--- config.mk ---
export PLATFORM = sky130hd
export DESIGN_NAME = serial_subtractor
export DESIGN_NICKNAME = d
export VERILOG_FILES = /design/src/rtl/tutorial_pkg.sv /design/src/rtl/full_subtractor.sv /design/src/rtl/serial_subtractor.sv
export SDC_FILE = /design/constraint.sdc
export NUM_CORES = 1
export LEC_CHECK = 0
export ABC_CLOCK_PERIOD_IN_PS = 1800
export CAP_MARGIN = 20
export CORE_UTILIZATION = 43
export DETAILED_ROUTE_END_ITERATION = 6
export PLACE_DENSITY = 0.76
export SYNTH_ARGS = -nofsm -noshare
export SYNTH_HDL_FRONTEND = slang
export SYNTH_SLANG_ARGS = --single-unit
--- constraint.sdc ---
create_clock -name CLK -period 1.8 [get_ports CLK]
set_clock_uncertainty 0.15 [all_clocks]
set_input_delay 0.27 -clock CLK [delete_from_list [all_inputs] [get_ports CLK]]
set_output_delay 0.27 -clock CLK [all_outputs]
set_load 0.01 [all_outputs]
--- src/rtl/tutorial_pkg.sv ---
// Shared types for the tutorial serial datapath blocks.
// Holds the common FSM state type used by bit-serial units.
package tutorial_pkg;

  localparam int unsigned StateW = 2;

  typedef enum logic [StateW-1:0] {
    IDLE = 2'd0,
    RUN  = 2'd1,
    FIN  = 2'd2
  } state_t;

endpackage

--- src/rtl/full_subtractor.sv ---
// One-bit full subtractor cell: D = A - B - BI, BO is the borrow out.
// Pure combinational counterpart of the tutorial full adder.
module full_subtractor (
  input  logic A,
  input  logic B,
  input  logic BI,
  output logic D,
  output logic BO
);

  always_comb begin
    D  = A ^ B ^ BI;
    BO = (~A & B) | (~(A ^ B) & BI);
  end

endmodule

--- src/rtl/serial_subtractor.sv ---
// Bit-serial A-B subtractor: LSB first, one bit per clock through a single full subtractor.
// START/BUSY/DONE handshake; D/BO are updated only when a result completes.
module serial_subtractor
  import tutorial_pkg::*;
#(
  parameter int unsigned WIDTH = 4
) (
  input  logic             CLK,
  input  logic             RSTN,
  input  logic             START,
  input  logic [WIDTH-1:0] A,
  input  logic [WIDTH-1:0] B,
  output logic             BUSY,
  output logic             DONE,
  output logic [WIDTH-1:0] D,
  output logic             BO
);

  localparam int unsigned CntW = $clog2(WIDTH);

  state_t           state_q, state_d;
  logic [WIDTH-1:0] a_q, a_d, b_q, b_d, res_q, res_d, d_q, d_d;
  logic [CntW-1:0]  cnt_q, cnt_d;
  logic             borrow_q, borrow_d, bo_q, bo_d;
  logic             bit_d, bit_bo;

  full_subtractor u_cell (
    .A  (a_q[0]),
    .B  (b_q[0]),
    .BI (borrow_q),
    .D  (bit_d),
    .BO (bit_bo)
  );

  always_comb begin
    state_d  = state_q;
    a_d      = a_q;
    b_d      = b_q;
    res_d    = res_q;
    cnt_d    = cnt_q;
    borrow_d = borrow_q;
    d_d      = d_q;
    bo_d     = bo_q;
    case (state_q)
      IDLE, FIN: begin
        // FIN accepts a new request too, giving back-to-back operation
        if (START) begin
          a_d      = A;
          b_d      = B;
          borrow_d = 1'b0;
          cnt_d    = '0;
          state_d  = RUN;
        end else begin
          state_d = IDLE;
        end
      end
      RUN: begin
        a_d      = a_q >> 1;
        b_d      = b_q >> 1;
        res_d    = {bit_d, res_q[WIDTH-1:1]};
        borrow_d = bit_bo;
        cnt_d    = cnt_q + CntW'(1);
        if (cnt_q == CntW'(WIDTH - 1)) begin
          cnt_d   = '0;
          d_d     = res_d;
          bo_d    = bit_bo;
          state_d = FIN;
        end
      end
      default: state_d = IDLE;
    endcase
  end

  always_ff @(posedge CLK or negedge RSTN) begin
    if (!RSTN) begin
      state_q  <= IDLE;
      a_q      <= '0;
      b_q      <= '0;
      res_q    <= '0;
      cnt_q    <= '0;
      borrow_q <= 1'b0;
      d_q      <= '0;
      bo_q     <= 1'b0;
    end else begin
      state_q  <= state_d;
      a_q      <= a_d;
      b_q      <= b_d;
      res_q    <= res_d;
      cnt_q    <= cnt_d;
      borrow_q <= borrow_d;
      d_q      <= d_d;
      bo_q     <= bo_d;
    end
  end

  assign BUSY = (state_q == RUN);
  assign DONE = (state_q == FIN);
  assign D    = d_q;
  assign BO   = bo_q;

endmodule
After elaboration in Yosys (flattened, before gate mapping):

Index checks and enable logic that the tools add are counted.

* add/subtract/negate cells: 1
* $mul: 0
* div/mod/pow operators: 0
* magnitude comparators: 0
* equality and inequality tests: 5
* shifts and indexed selects: 0
* muxes and demuxes: 12
* bitwise gates (word level): 7
* reductions and logical operators: 5

Operator list (number)
* $pmux W4 S2: 2
* $mux W4: 2
* $pmux W2 S2: 2
* $mux W2: 3
* $eq A2 B2 Y1 const B: 2
* $reduce_and A2 Y1: 2
* $add A2 B1 Y2 const B: 1
* $and A1 B1 Y1: 2
* $eq A2 B1 Y1 const B: 1
* $logic_not A2 Y1: 1
* $mux W1: 2
* $ne A2 B1 Y1 const B: 1
* $ne A2 B2 Y1 const B: 1
* $not A1 Y1: 2
* $pmux W1 S2: 1
* $reduce_bool A2 Y1: 1
* $reduce_or A2 Y1: 1
* $xor A1 B1 Y1: 2
* $or A1 B1 Y1: 1

* register bits after elaboration: 22
* bits in latches: 0
* memory bits (writable): 0
* ROM bits: 0
* input bits: 11
* output and inout port bits: 7
* word-level logic and storage cells: 38
* memories kept: 0

Logic depth before layout (Yosys ltp):

Gate-level depths: netlist of the first run.

* word-level depth: 5
* mapped depth: 6
* depth with buffers taken out: 4

Hierarchy:

Synthesis of the first run repeated with hierarchy kept, for this count alone.

* cells, all modules: 82
* area, all modules: 993.5 sq um

By module, submodules not included
* serial_subtractor: instances 1, cells an instance 78, area an instance 962.2 sq um, seq. area each 525.5 sq um
* full_subtractor: instances 1, cells an instance 4, area an instance 31.3 sq um, seq. area each 0.0 sq um

Worst setup path before layout of the first run:

OpenSTA, ideal clock, no wires.

* kind: register -> register
* start: register cnt_q[0]
* end: register cnt_q[1]
* setup time: 0.121 ns
* data arrival time: 1.137 ns
* data required time: 1.529 ns
* path slack: 0.393 ns
* stages on the path, launching flop included: 4
* buffers on the path: 0
* clock period less this slack: 1.407 ns
* cell sequence: dfrtp_1 > ha_1 > mux2_4 > a22o_1

* cells in the longest elaborated chain, start to end: 3

Ends and longest elaborated chain
* from (decl): line serial_subtractor.sv:23 `logic [CntW-1:0] cnt_q, cnt_d;`
* from (signal assigned): line serial_subtractor.sv:89 `cnt_q <= cnt_d;`
* $add A2 B1 Y2 / $eq A2 B2 Y1 (equally long branches): line serial_subtractor.sv:62, serial_subtractor.sv:63
* $mux W2 (*): line serial_subtractor.sv:63 `if (cnt_q == CntW'(WIDTH - 1)) begin`
* $pmux W2 S2 (*): line serial_subtractor.sv:44 `case (state_q)`

Mark *: on every way between the ends. The rest lies on a longest branch, timed or not.
A chain may end at the register's enable or synchronous reset.

Worst setup path after layout of the first run:

* start: register state_q[1]
* end: output port BUSY

* cells in the longest elaborated chain, start to end: 1

Ends and longest elaborated chain
* from (decl): line serial_subtractor.sv:21 `state_t state_q, state_d;`
* from (signal assigned): line serial_subtractor.sv:85 `state_q <= state_d;`
* $eq A2 B1 Y1: line serial_subtractor.sv:96 `assign BUSY = (state_q == RUN);`
* to (decl): line serial_subtractor.sv:13 `output logic BUSY,`

Every way passes these cells.

==> summary.txt, run 1 <==
Route
  • DRT Pass-1 Iters: 3
  • Initial DRC count: 1
  • DRC: 0
  • Routed vias: 670
  • Antenna Nets Post-Route: 0
  • Routed WL: 1.63 mm
  • Average wire per standard cell: 12.1 µm
  • Vias per inst: ~5.0

Clock tree
  • Num CTS Buffers: 3
  • CTS tree: done
  • H-tree Lvls: 1
  • Clock root buffer: clkbuf_4
  • Clk sinks: 21
  • CTS max path bufs: 2
  • Clock transition at the registers of the reported paths: 0.11 ns
  • Clock Latency Late Sink: 0.30 ns

Setup path
  • CP Cell Sequence: nand2b_1, inv_2, dlygate4sd2_1
  • Slowest cell delay on critical path: 0.41 ns
  • WP data arrival: approximately 1.2 ns
  • Critical path capture point type: primary output
  • Worst R2R Path Depth: 4
  • Critical-path top delay cell: dfrtp_1
  • RR Startpoint: state_q[1]
  • CP required: 1.38 ns
  • Crit start category: flip-flop
  • Worst Path Class, Setup: reg -> out
  • Register-to-register setup slack: 0.28 ns
  • Maximum net fanout on the critical path: 4
  • Worst flop-to-flop path endpoint: D[0]

Yosys
  • Largest family of logic cells by synthesized area: simple AND/OR/NAND/NOR gates
  • Post-Synth Adder-Cell Area: 3.27%
  • Multiplexer share of the synthesized area: 12.6%
  • Mapped Area: roughly 1000 µm²
  • Synth cell types: 24
  • Synth Area in XOR/XNOR: 0%
  • Register bit count reported by yosys: 21
  • Syn nets: 98
  • Synth Instances: 85
  • Seq/Total Area, Yosys: 52.9%
  • Synth Area in Compound Gates: 11.7%
  • Simple-Gate Fraction of Synth Area: 13.6%
  • Synth warn: 0
  • Mean Syn Cell Area: 11.7 µm²

Floorplanning
  • Initial Util: 45.3%
  • Die area: 0.00251 mm²
  • Core Region: between 0.002 and 0.0025 mm²
  • Die Width: about 50 µm
  • Io pins: 18
  • Row cnt: 17
  • Die height: 50.1 µm

STA
  • Setup Viol. Count Final: 0
  • Maximum clock rate: 0.604 GHz
  • Worst hold slack: ~0.15 ns
  • Crit path time final: 1.66 ns
  • Final Cycle Share: 92.0%
  • Sum Neg Setup Slack: 0 ns
  • Max-slew violation count: 0
  • Final Hold Fails: 0
  • Worst-Margin Slew: 0.382 ns
  • Slew HR: 74.4%
  • RSZ-0062 raised after global routing: no

Global route
  • Met2 usage: 27.6%
  • GR Util met1: 18.2%
  • First-pass GRT wire length: 2.87 mm
  • Met3 usage: ~5.6%
  • Initial antenna violation count: 0
  • Remaining Overflow, GRT: 0
  • Grt peak-use layer: met2
  • Gr usage total: 15.3%
  • Largest net degree at the start of global routing: 22
  • Vias in the first global route: between 600 and 700

Outcome
  • Status: complete, no violations

Power
  • Peak VDD IR: 0.971 mV
  • Lkg Pwr: 0.598 nW
  • Power per cell area: 1660 mW/mm²

Final layout
  • Layout cell share with drive strength beyond 1: 17.8%
  • Area Growth Syn to Fin: 23.7%
  • Diode count: 0
  • Final #Nets: 121

Place
  • GPL Wtd Cong: 0.696
  • Dpl hpwl: around 1.2 mm
  • Port Buffers: 17

Flow run
  • Max Cap Viol: 0

Min path
  • Worst min path class: in -> async
## flip-flops by register name (all words and copies together) (netlist names)
register,cells
cnt_q,2
b_q,4
borrow_q,1
res_q,3
state_q,2
a_q,4
BO,1
D,4
## logic make-up (layout without fill, tap and decap cells)
logic type | Yosys count | in the layout
buffers and inverters | 11 | 33
and+or+nand+nor | 22 | 22
DFF | 21 | 21
adders and majority gates | 2 | 2
AOI/OAI and AO/OA | 19 | 19
muxes | 10 | 10
## per-stage QoR
stage          std cells  area (µm²)  util [%]  total power, mW  setup WS (ns)
6_report             135        1230      56.1             2.03          0.144
3_5_place_dp         130        1200      54.6             1.84         0.0777
5_1_grt              135        1230      56.1             2.21         0.0838
4_1_cts              135        1230      56.1             2.07          0.126
3_3_place_gp         130        1200      54.6             1.80          0.118
2_1_floorplan         85         993         -             1.54          0.393
## cell type report
class,instances,area [µm²]
flip-flops and latches,21,526
clock inverters,1,5.00
clock buffers,3,22.5
well taps,28,35.0
multi-input cells,53,409
inverters,7,26.3
repair buffers,22,205
fillers,193,962
## worst max path at each step
stage	from	endpoint	slack (ns)	cells past startpoint
final	state_q[1]	BUSY	0.14	3
after global routing	state_q[1]	BUSY	0.08	3
after floorplan	cnt_q[0]	cnt_q[1]	0.39	3
after CTS	state_q[1]	BUSY	0.13	3
after detailed placement	START	cnt_q[0]	0.08	4
after global placement	START	cnt_q[0]	0.12	4
## per-layer routing
metal  part of all wire [%]  wire (µm)
met5                      0          0
met4                      0          0
met3                    5.0         82
met2                     49        801
met1                     46        746
## placed cells by master, fill, tap and decap left out, types with 2 or more instances in the layout
| master | instances |
|---|---|
| a211oi_1 | 3 |
| a21oi_1 | 6 |
| a22o_1 | 2 |
| buf_4 | 5 |
| clkbuf_4 | 3 |
| clkdlybuf4s50_1 | 15 |
| dfrtp_1 | 21 |
| dlygate4sd2_1 | 2 |
| inv_1 | 6 |
| mux2_4 | 5 |
| mux2i_1 | 5 |
| nand2_1 | 10 |
| nand3_1 | 2 |
| nor2b_1 | 4 |
| o21ai_0 | 4 |
| o22ai_1 | 3 |
## worst max-delay path: cells and delay by family, from the launching register on
family | cells | cell delay [ns]
AND/OR/NAND/NOR | 1 | 0.17
buffers and inverters | 2 | 0.36
flip-flops | 1 | 0.41
## timing repair
item                                    in CTS  in global routing
gates resized for setup                      2                  0
setup buffers                                1                  0
hold buffers                                 0                  0
endpoints found under the setup margin       2                  0
## synthesized netlist by cell type, drive strengths merged
master | instances | area share, %
a211oi | 3 | 2.3
a21o | 1 | 0.76
a21oi | 6 | 3.0
a22o | 2 | 1.8
and2 | 1 | 0.88
buf | 4 | 3.3
dfrtp | 21 | 53
fa | 1 | 2.0
ha | 1 | 1.3
inv | 7 | 2.6
mux2 | 5 | 7.6
mux2i | 5 | 5.0
nand2 | 10 | 3.8
nand2b | 2 | 2.0
nand3 | 2 | 1.0
nand3b | 1 | 2.0
nor2 | 1 | 0.38
nor2b | 4 | 2.5
nor3 | 1 | 1.0
o21ai | 4 | 2.0
o22ai | 3 | 1.9
## where the power goes
group          total, mW  internal [mW]  switching, mW
clock network      0.221         0.0828          0.138
registers          0.825          0.691          0.134
logic              0.988          0.543          0.445
No activity file was read; power rests on OpenSTA's default activity.
==> inputs of run 2 (changes only) <==
--- a/config.mk
+++ b/config.mk
@@ -6,7 +6,6 @@
 export NUM_CORES = 1
 export LEC_CHECK = 0
 export ABC_CLOCK_PERIOD_IN_PS = 1800
-export CAP_MARGIN = 20
 export CORE_UTILIZATION = 43
 export DETAILED_ROUTE_END_ITERATION = 6
 export PLACE_DENSITY = 0.76
==> results of run 2 <==
Final layout, timing and power as in run 1 (identical DEF).
